File: src/rtl/splitter_seq_pkg.sv
// Shared types for the splitter job sequencer: FSM states and the default-width job descriptor.
package splitter_seq_pkg;

    localparam int SEQ_PCKT_W   = 32;
    localparam int SEQ_REPEAT_W = 16;

    typedef enum logic [1:0] {
        IDLE  = 2'd0,
        START = 2'd1,
        WAIT  = 2'd2,
        ERROR = 2'd3
    } seq_state_t;

    typedef struct packed {
        logic [SEQ_PCKT_W-1:0]   size;
        logic [SEQ_REPEAT_W-1:0] rpt;
    } seq_desc_t;

endpackage

File: src/rtl/splitter_seq_desc_fifo.sv
// Job descriptor queue: synchronous FIFO with flush, occupancy count, full and empty.
// Push is ignored when full and pop when empty; flush wins over a same-cycle push or pop.
module splitter_seq_desc_fifo #(
    parameter int DATA_W = 48,
    parameter int DEPTH  = 4
) (
    input  logic                       clk,
    input  logic                       rst,
    input  logic                       i_flush,
    input  logic                       i_push,
    input  logic [DATA_W-1:0]          i_dat,
    input  logic                       i_pop,
    output logic [DATA_W-1:0]          o_dat,
    output logic [$clog2(DEPTH+1)-1:0] o_count,
    output logic                       o_full,
    output logic                       o_empty
);

    localparam int AW = $clog2(DEPTH);
    localparam int CW = $clog2(DEPTH+1);

    logic [DATA_W-1:0] r_mem [DEPTH];
    logic [AW-1:0]     r_wptr;
    logic [AW-1:0]     r_rptr;
    logic [CW-1:0]     r_count;
    logic              w_push;
    logic              w_pop;

    assign o_full  = (r_count == CW'(DEPTH));
    assign o_empty = (r_count == '0);
    assign w_push  = i_push && !o_full && !i_flush;
    assign w_pop   = i_pop && !o_empty && !i_flush;
    assign o_dat   = r_mem[r_rptr];
    assign o_count = r_count;

    always_ff @(posedge clk) begin
        if (w_push) begin
            r_mem[r_wptr] <= i_dat;
        end
    end

    always_ff @(posedge clk or posedge rst) begin
        if (rst) begin
            r_wptr  <= '0;
            r_rptr  <= '0;
            r_count <= '0;
        end else if (i_flush) begin
            r_wptr  <= '0;
            r_rptr  <= '0;
            r_count <= '0;
        end else begin
            if (w_push) r_wptr <= r_wptr + AW'(1);
            if (w_pop)  r_rptr <= r_rptr + AW'(1);
            r_count <= r_count + CW'(w_push) - CW'(w_pop);
        end
    end

endmodule

File: src/rtl/splitter_job_sequencer.sv
// Runs queued {size, repeat} jobs on the AXI-Stream splitter; op_start two cycles after an idle accept.
// Descriptor ready is !full; optional run watchdog under SPLITTER_SEQ_TIMEOUT_EN.
module splitter_job_sequencer
    import splitter_seq_pkg::*;
#(
    parameter int PCKT_WIDTH     = 32,
    parameter int REPEAT_WIDTH   = 16,
    parameter int FIFO_DEPTH     = 4,
    parameter int TIMEOUT_CYCLES = 1048576
) (
    input  logic                            clk,
    input  logic                            rst,
    input  logic [PCKT_WIDTH-1:0]           s_job_size,
    input  logic [REPEAT_WIDTH-1:0]         s_job_repeat,
    input  logic                            s_job_valid,
    output logic                            s_job_ready,
    input  logic                            abort,
    input  logic                            err_clear,
    output logic                            op_start,
    output logic [PCKT_WIDTH-1:0]           op_packet_size,
    output logic                            op_external_error,
    input  logic                            op_busy,
    input  logic                            op_complete,
    input  logic                            op_error,
    output logic                            seq_busy,
    output logic                            job_done,
    output logic                            job_error,
    output logic [$clog2(FIFO_DEPTH+1)-1:0] jobs_pending
);

    localparam int DW = PCKT_WIDTH + REPEAT_WIDTH;

    typedef struct packed {
        logic [PCKT_WIDTH-1:0]   size;
        logic [REPEAT_WIDTH-1:0] rpt;
    } desc_t;

    seq_state_t            r_state;
    logic                  r_op_start;
    logic [PCKT_WIDTH-1:0] r_size;
    logic                  r_ext_err;
    logic                  r_job_done;
    logic                  r_job_error;
    logic [REPEAT_WIDTH-1:0] r_remaining;

    logic                  w_full;
    logic                  w_empty;
    logic                  w_pop;
    logic [DW-1:0]         w_fifo_dat;
    desc_t                 w_head;
    logic                  w_timeout;

    assign w_head = desc_t'(w_fifo_dat);
    assign w_pop  = (r_state == IDLE) && !w_empty && !abort;

    splitter_seq_desc_fifo #(
        .DATA_W (DW),
        .DEPTH  (FIFO_DEPTH)
    ) u_desc_fifo (
        .clk     (clk),
        .rst     (rst),
        .i_flush (abort),
        .i_push  (s_job_valid),
        .i_dat   ({s_job_size, s_job_repeat}),
        .i_pop   (w_pop),
        .o_dat   (w_fifo_dat),
        .o_count (jobs_pending),
        .o_full  (w_full),
        .o_empty (w_empty)
    );

`ifdef SPLITTER_SEQ_TIMEOUT_EN
    localparam int TW = (TIMEOUT_CYCLES > 1) ? $clog2(TIMEOUT_CYCLES) : 1;
    logic [TW-1:0] r_run_cnt;

    always_ff @(posedge clk or posedge rst) begin
        if (rst) begin
            r_run_cnt <= '0;
        end else if (r_state == START) begin
            r_run_cnt <= '0;
        end else if (r_state == WAIT) begin
            r_run_cnt <= r_run_cnt + TW'(1);
        end
    end

    assign w_timeout = (r_state == WAIT) && (r_run_cnt == TW'(TIMEOUT_CYCLES - 1));
`else
    // Watchdog compiled out: WAIT only leaves on complete, error or abort.
    assign w_timeout = (TIMEOUT_CYCLES < 0);
`endif

    // op_start is registered on entry to START when the splitter looked idle, else raised once op_busy drops.
    always_ff @(posedge clk or posedge rst) begin
        if (rst) begin
            r_state     <= IDLE;
            r_op_start  <= 1'b0;
            r_size      <= '0;
            r_ext_err   <= 1'b0;
            r_job_done  <= 1'b0;
            r_job_error <= 1'b0;
            r_remaining <= '0;
        end else begin
            r_op_start  <= 1'b0;
            r_job_done  <= 1'b0;
            r_job_error <= 1'b0;
            if (abort) begin
                r_state     <= IDLE;
                r_remaining <= '0;
                r_ext_err   <= (r_state == START) || (r_state == WAIT);
            end else begin
                case (r_state)
                    IDLE: begin
                        r_ext_err <= 1'b0;
                        if (!w_empty) begin
                            r_size      <= w_head.size;
                            r_remaining <= w_head.rpt;
                            if (w_head.rpt == '0) begin
                                r_job_done <= 1'b1;
                            end else begin
                                r_state    <= START;
                                r_op_start <= !op_busy;
                            end
                        end
                    end
                    START: begin
                        if (r_op_start) begin
                            r_state <= WAIT;
                        end else if (!op_busy) begin
                            r_op_start <= 1'b1;
                        end
                    end
                    WAIT: begin
                        if (op_error || w_timeout) begin
                            r_state     <= ERROR;
                            r_job_error <= 1'b1;
                            r_ext_err   <= 1'b1;
                            r_remaining <= '0;
                        end else if (op_complete) begin
                            if (r_remaining <= REPEAT_WIDTH'(1)) begin
                                r_remaining <= '0;
                                r_job_done  <= 1'b1;
                                r_state     <= IDLE;
                            end else begin
                                r_remaining <= r_remaining - REPEAT_WIDTH'(1);
                                r_state     <= START;
                                r_op_start  <= !op_busy;
                            end
                        end
                    end
                    ERROR: begin
                        if (err_clear) begin
                            r_state   <= IDLE;
                            r_ext_err <= 1'b0;
                        end
                    end
                    default: r_state <= IDLE;
                endcase
            end
        end
    end

    assign s_job_ready       = !w_full;
    assign op_start          = r_op_start;
    assign op_packet_size    = r_size;
    assign op_external_error = r_ext_err;
    assign job_done          = r_job_done;
    assign job_error         = r_job_error;
    assign seq_busy          = (r_state != IDLE) || !w_empty;

endmodule
File: config.mk
export PLATFORM = sky130hd
export DESIGN_NAME = splitter_job_sequencer
export DESIGN_NICKNAME = d
export VERILOG_FILES = /design/src/rtl/splitter_seq_pkg.sv /design/src/rtl/splitter_seq_desc_fifo.sv /design/src/rtl/splitter_job_sequencer.sv
export SDC_FILE = /design/constraint.sdc
export NUM_CORES = 1
export LEC_CHECK = 0
export CAP_MARGIN = 20
export CORE_UTILIZATION = 57
export CTS_CLUSTER_SIZE = 28
export DETAILED_ROUTE_END_ITERATION = 16
export PLACE_DENSITY = 0.79
export SLEW_MARGIN = 10
export SYNTH_ARGS = -nofsm -noshare
export SYNTH_HDL_FRONTEND = slang
export SYNTH_HIERARCHICAL = 1
export SYNTH_SLANG_ARGS = --single-unit
File: constraint.sdc
create_clock -name clk -period 3.8 [get_ports clk]
set_input_delay 0.76 -clock clk [delete_from_list [all_inputs] [get_ports clk]]
set_output_delay 0.76 -clock clk [all_outputs]
set_load 0.01 [all_outputs]
==> flow_summary_export.csv, run 1 <==
group,metric,value,unit
status,status,"finished clean",
placed_design,postPlaceCellArea,11400,sq um
finish,layout.nets,734,
synthesis,synth.net_count,618,
setup_path,worst_setup_path_startpoint,"u_desc_fifo/o_count[1]",
floorplanning,placementRows,48,
setup_path,endpoint,"seq_busy",
pwr,leakage,4.29,nW
timing,finalMaxSlewViolations,0,
setup_path,reg2reg_from,"u_desc_fifo/r_rptr[0]",
synthesis,synth_edf_count,192,
cts,cts-buffers-inserted,26,
placed_design,gp_congestion,0.860,
floorplanning,io_pins,97,
timing,fin_skew,0.00634,ns
setup_path,r2r-end,"r_state[1]",
floorplanning,dieArea,18400,sq um
global_route,grt_pass1_vias,5851,
synthesis,synth_top_flop_cell,"edfxtp_1",
timing,rsz0062_at_grt,"false",
synthesis,syn_area,10200,sq um
synthesis,yosysUniqueCellTypes,55,
run,cap_violations,0,
placed_design,io_buffers,96,
floorplanning,dieWidth,136,microns
cts,post_cts_resized,0,
cts,cts_hold_buffers,0,
synthesis,ys_seq_area_share,71.5,%
drt,ant_nets,0,
setup_path,r2r_cells,6,
synthesis,synth_top_area_cell,"edfxtp_1",
cts,cts_root_buf,"clkbuf_16",
synthesis,yosys.cell_count.top_type,"edfxtp_1",
setup_path,worst_setup_path_end_kind,"output pin",
setup_path,required,3.04,ns
timing,fmax,0.332,GHz
cts,clk_path_buf_depth,3,
cts,cts_setup_buffers,0,
worst_hold_path,hold_path_class,"reg -> reg",
synthesis,async_reset_ff_share,24.1,%
synthesis,synth_common_cells,"192 x edfxtp_1, 61 x dfrtp_1, 48 x mux4_2, 32 x mux2_2, 21 x o21ai_0",
timing,hold_violations,0,
floorplanning,core,17400,sq um
synthesis,synth_top_area_share,56.6,%
setup_path,crit_fanout,7,
finish,postLayoutCellArea,12300,sq um
finish,nFillCells,1051,
timing,maxSlewHeadroom,49.7,%
setup_path,start_kind,"flip-flop",
pwr,max-vdd-ir-drop,0.513,mV
setup_path,cp.depth,4,
global_route,track_usage,22.4,%
drt,vias_per_cell,5.98,
pwr,power.total,8.24,mW
global_route,grt_pass1_wl,31.1,mm
global_route,antenna_found_initial,1,
pwr,power_density,672,nW/um^2
worst_hold_path,min_path_cells,1,
cts,clk_pin_slew,0.06,ns
finish,ff_latch_area,7300,sq um
finish,diodes,0,
cts,cts_tree,"built",
synthesis,yosys_warnings,6,
setup_path,crit_buf_inv,2,
global_route,grt_start_max_net_pins,35,
setup_path,slowest_stage,"dfrtp_1",
placed_design,hpwl,11.9,mm
setup_path,crit_chain,"nor3_1 -> and2_1 -> inv_1 -> clkdlybuf4s50_1",
synthesis,postSynthAreaPerCell,18.6,sq um
synthesis,syn_inst,548,
drt,drt_iter0_markers,402,
global_route,grt_remaining_overflow,0,
cts,htree_levels,1,
cts,insertion_delay,0.51,ns
setup_path,r2r_slack,0.98,ns
timing,worst_pin_slew,0.755,ns
setup_path,cp_top_family,"simple AND/OR/NAND/NOR gates",
drt,first_pass_iters,4,
synthesis,synth-seq-cells,253,
timing,hold_ws,0.506,ns
finish,drive_gt1_share,21.8,%
timing,setup_violations,0,
drt,finalWirelength,19.4,mm
setup_path,cp.arrival,2.25,ns
drt,drc,0,
drt,vias,5433,
drt,wl_per_cell,21.4,microns
finish,fin_util,70.6,%
timing,setup_slack,0.789,ns
timing,fin_setup_tns,0,ns
finish,final_cell_count_no_fill,909,
finish,multi_input_comb_area,2630,sq um
floorplanning,start_util,58.7,%
placed_design,placed_cells,861,
finish,syn2layout_area_growth,20.2,%
timing,finalCritPeriodShare,79.2,%
synthesis,yosys-top-cells-area,"edfxtp_1 57%, dfrtp_1 15%, mux4_2 11%",
setup_path,crit_type,"reg -> out",
timing,fin_crit,3.01,ns
cts,cts.sinks,253,
floorplanning,fp.dieH,136,microns
placed_design,place_ws,0.647,ns
setup_path,critPathMaxStageDelay,0.50,ns
kinds of logic (layout without fill, tap and decap cells):
kind of cell	Yosys count	after routing	synth area share (%)
flip-flops	253	253	71.5
AND/OR/NAND/NOR	90	90	5.16
multiplexers	83	83	14.4
AO/OA/AOI/OAI	61	61	3.89
buffers and inverters	42	178	2.76
adder cells (fa/ha/maj)	14	14	1.79
XOR/XNOR	5	5	0.430
metal layers:
layer	vias to the layer above	global-route usage, %	share of wire, %
met5	-	0	0.062
met4	2	7.74	2.5
met3	42	5.20	7.3
met2	184	37.4	50
met1	2806	29.1	40
li1	2399	-	-
registers in the layout (all words and copies together), names as in the netlist, 2 cells and up:
name                 cells
op_packet_size          32
r_state                  2
u_desc_fifo/r_mem      192
u_desc_fifo/r_rptr       2
r_remaining             16
u_desc_fifo/o_count      3
u_desc_fifo/r_wptr       2
final cells by class:
cell class                      count  area share, %
Clock inverter                     10           1.02
Multi-Input combinational cell    253           21.5
Inverter                           19          0.582
Tap cell                          225           2.30
Clock buffer                       38           6.10
Sequential cell                   253           59.6
Timing Repair Buffer              111           8.97
power by group:
part           switching (mW)  internal (mW)
clock network           0.984           1.56
registers               0.285           3.36
logic                   0.996           1.05
cells in the final DEF (no fill, tap or decap), types with 4 or more instances in the layout:
| master | count |
|---|---|
| edfxtp_1 | 192 |
| clkdlybuf4s50_1 | 96 |
| dfrtp_1 | 59 |
| mux4_2 | 48 |
| mux2_2 | 32 |
| clkbuf_16 | 27 |
| o21ai_0 | 21 |
| inv_1 | 18 |
| nor2_1 | 17 |
| nand2_1 | 16 |
| ha_1 | 13 |
| buf_4 | 13 |
| nor3_1 | 8 |
| a21oi_1 | 8 |
| clkbuf_1 | 8 |
| nor4_1 | 7 |
| nand2b_1 | 6 |
| a21o_1 | 6 |
| o31ai_1 | 6 |
| nor2b_1 | 4 |
| nand3_1 | 4 |
| clkinv_2 | 4 |
| and2_2 | 4 |
how the worst min path moves through the flow:
stage	startpoint	to	slack, ns
floorplan	r_remaining[13]	r_remaining[13]	0.46
global placement	r_remaining[13]	r_remaining[13]	0.48
detailed placement	op_packet_size[14]	op_packet_size[14]	0.50
CTS	op_packet_size[27]	op_packet_size[27]	0.51
global route	op_packet_size[8]	op_packet_size[8]	0.53
finish	op_packet_size[27]	op_packet_size[27]	0.51
(Power assumes the default switching activity.)
==> run 2: changes to the inputs <==
CORE_UTILIZATION = 51   (was 57)
PLACE_DENSITY = 0.75   (was 0.79)
clock period = 2.4 ns   (was 3.8 ns; I/O delays follow)
==> flow_summary_export.csv, run 2 (synthesis gave the netlist of run 1 again) <==
group,metric,value,unit
status,status,"finished clean",
cts,clk_pin_slew,0.06,ns
drt,first_pass_iters,5,
drt,wl_per_cell,20.7,microns
worst_hold_path,hold_path_class,"in -> async",
pwr,p_seq_share,43.2,%
global_route,grt_start_max_net_pins,34,
finish,final_cell_count_no_fill,993,
drt,vias,5537,
pwr,combPwrFrac,27.6,%
timing,worst_pin_slew,0.608,ns
cts,insertion_delay,0.54,ns
placed_design,placed_cells,934,
finish,final_cell_mix,"192 x edfxtp_1, 95 x clkdlybuf4s50_1, 59 x dfrtp_1, 49 x buf_4, 48 x mux4_2",
setup_path,crit_type,"reg -> out",
timing,setup_violations,0,
finish,layout.nets,778,
pwr,max-vdd-ir-drop,0.707,mV
placed_design,io_buffers,96,
setup_path,worst_setup_path_end_kind,"output pin",
floorplanning,core,19500,sq um
finish,fin_util,65.4,%
finish,postLayoutCellArea,12800,sq um
cts,htree_levels,1,
timing,rsz0062_at_grt,"true",
drt,finalWirelength,20.6,mm
pwr,p_switching,3.76,mW
finish,drive_gt1_share,28.2,%
timing,hold_violations,0,
finish,nFillCells,1318,
cts,cts_tree,"built",
pwr,p_clk_share,29.2,%
setup_path,crit_fanout,5,
timing,fin_skew,0.0129,ns
setup_path,required,1.92,ns
floorplanning,placementRows,51,
placed_design,gp_congestion,0.893,
cts,clk_path_buf_depth,3,
run,cap_violations,0,
timing,finalMaxSlewViolations,0,
floorplanning,fp.dieH,143,microns
pwr,sw_frac_of_total,28.3,%
cts,cts-buffers-inserted,26,
floorplanning,dieArea,20600,sq um
timing,fin_crit,2.36,ns
floorplanning,start_util,52.2,%
drt,ant_nets,0,
setup_path,start_kind,"flip-flop",
drt,drt_iter0_markers,371,
drt,drc,0,
timing,fin_setup_tns,0,ns
global_route,grt_remaining_overflow,0,
cts,cts_root_buf,"clkbuf_16",
cts,cts.sinks,253,
global_route,grt_pass1_wl,32.5,mm
pwr,leakage,4.53,nW
timing,fmax,0.423,GHz
floorplanning,io_pins,97,
timing,finalCritPeriodShare,98.5,%
finish,largest_reg_flops,192,
pwr,power_density,1040,nW/um^2
finish,mostFrequentLayoutCell,"edfxtp_1",
finish,syn2layout_area_growth,25.3,%
setup_path,cp.arrival,1.88,ns
global_route,antenna_found_initial,0,
finish,top_register,"u_desc_fifo/r_mem",
placed_design,postPlaceCellArea,11800,sq um
pwr,p_int,9.51,mW
timing,maxSlewHeadroom,59.1,%
global_route,grt_pass1_vias,5949,
drt,vias_per_cell,5.58,
floorplanning,dieWidth,143,microns
cts,cts_hold_buffers,0,
global_route,track_usage,21.2,%
placed_design,hpwl,12.9,mm
run 2: worst max-delay path, stage by stage, from the launching register on:
cell	delay [ns]
dfrtp_1	0.39
buf_4	0.17
nor3b_4	0.26
inv_1	0.06
clkdlybuf4s50_1	0.48
run 2: through the flow:
step                      worst slack (ns)  total power [mW]  hold slack [ns]
after floorplan                    -0.0638              7.81            0.283
after global placement              -0.226              9.21            0.477
after detailed placement            -0.367              9.33            0.490
after CTS                           0.0264              13.3            0.253
after global routing               -0.0853              13.9            0.275
final                               0.0370              13.3            0.254
run 2: worst paths after layout:
path                                        start                     to  slack, ns  cells past startpoint
hold / removal                                rst  u_desc_fifo/r_wptr[0]       0.25                      2
setup reg to reg            u_desc_fifo/r_rptr[0]             r_state[0]       0.08                      9
hold reg to reg                 op_packet_size[5]      op_packet_size[5]       0.51                      1
setup / recovery           u_desc_fifo/o_count[0]            s_job_ready       0.04                      4
max in group asynchronous                     rst      op_packet_size[6]       1.61                      3
min in group clk                          op_busy               op_start       0.50                      2
run 2: area by class of cell:
type	count	area, sq um	share of cell area (%)
Multi-Input combinational cell	253	2710	21.2
Sequential cell	253	7300	57.1
Timing Repair Buffer	155	1530	12.0
Tap cell	265	332	2.60
Clock buffer	37	732	5.73
Inverter	19	71.3	0.558
Antenna cell	1	2.50	0.0196
Clock inverter	10	106	0.833
run 2: power by group through the flow:
| stage | clock (mW) | sequential, mW | combinational, mW |
|---|---|---|---|
| 2_1_floorplan | 0 | 5.87 | 1.94 |
| 3_3_place_gp | 0 | 5.79 | 3.43 |
| 3_5_place_dp | 0 | 5.82 | 3.52 |
| 4_1_cts | 3.95 | 5.73 | 3.61 |
| 5_1_grt | 4.09 | 5.79 | 3.98 |
| 6_report | 3.87 | 5.73 | 3.67 |
run 2: per-layer routing:
layer  global-route usage [%]  routed length, microns  vias up
met2                     35.7                   10500      168
met1                     27.5                    8390     2847
met4                     7.00                     439        0
met5                        0                       0        -
li1                         -                       -     2489
met3                     4.77                    1270       33
run 2: timing repair:
action | 4_1_cts | 5_1_grt
endpoints found under the hold margin | 0 | 0
gates cloned | 0 | 0
gates resized for setup | 6 | 7
endpoints found under the setup margin | 5 | 4
pin swaps | 2 | 6
buffers inserted | 5 | 6
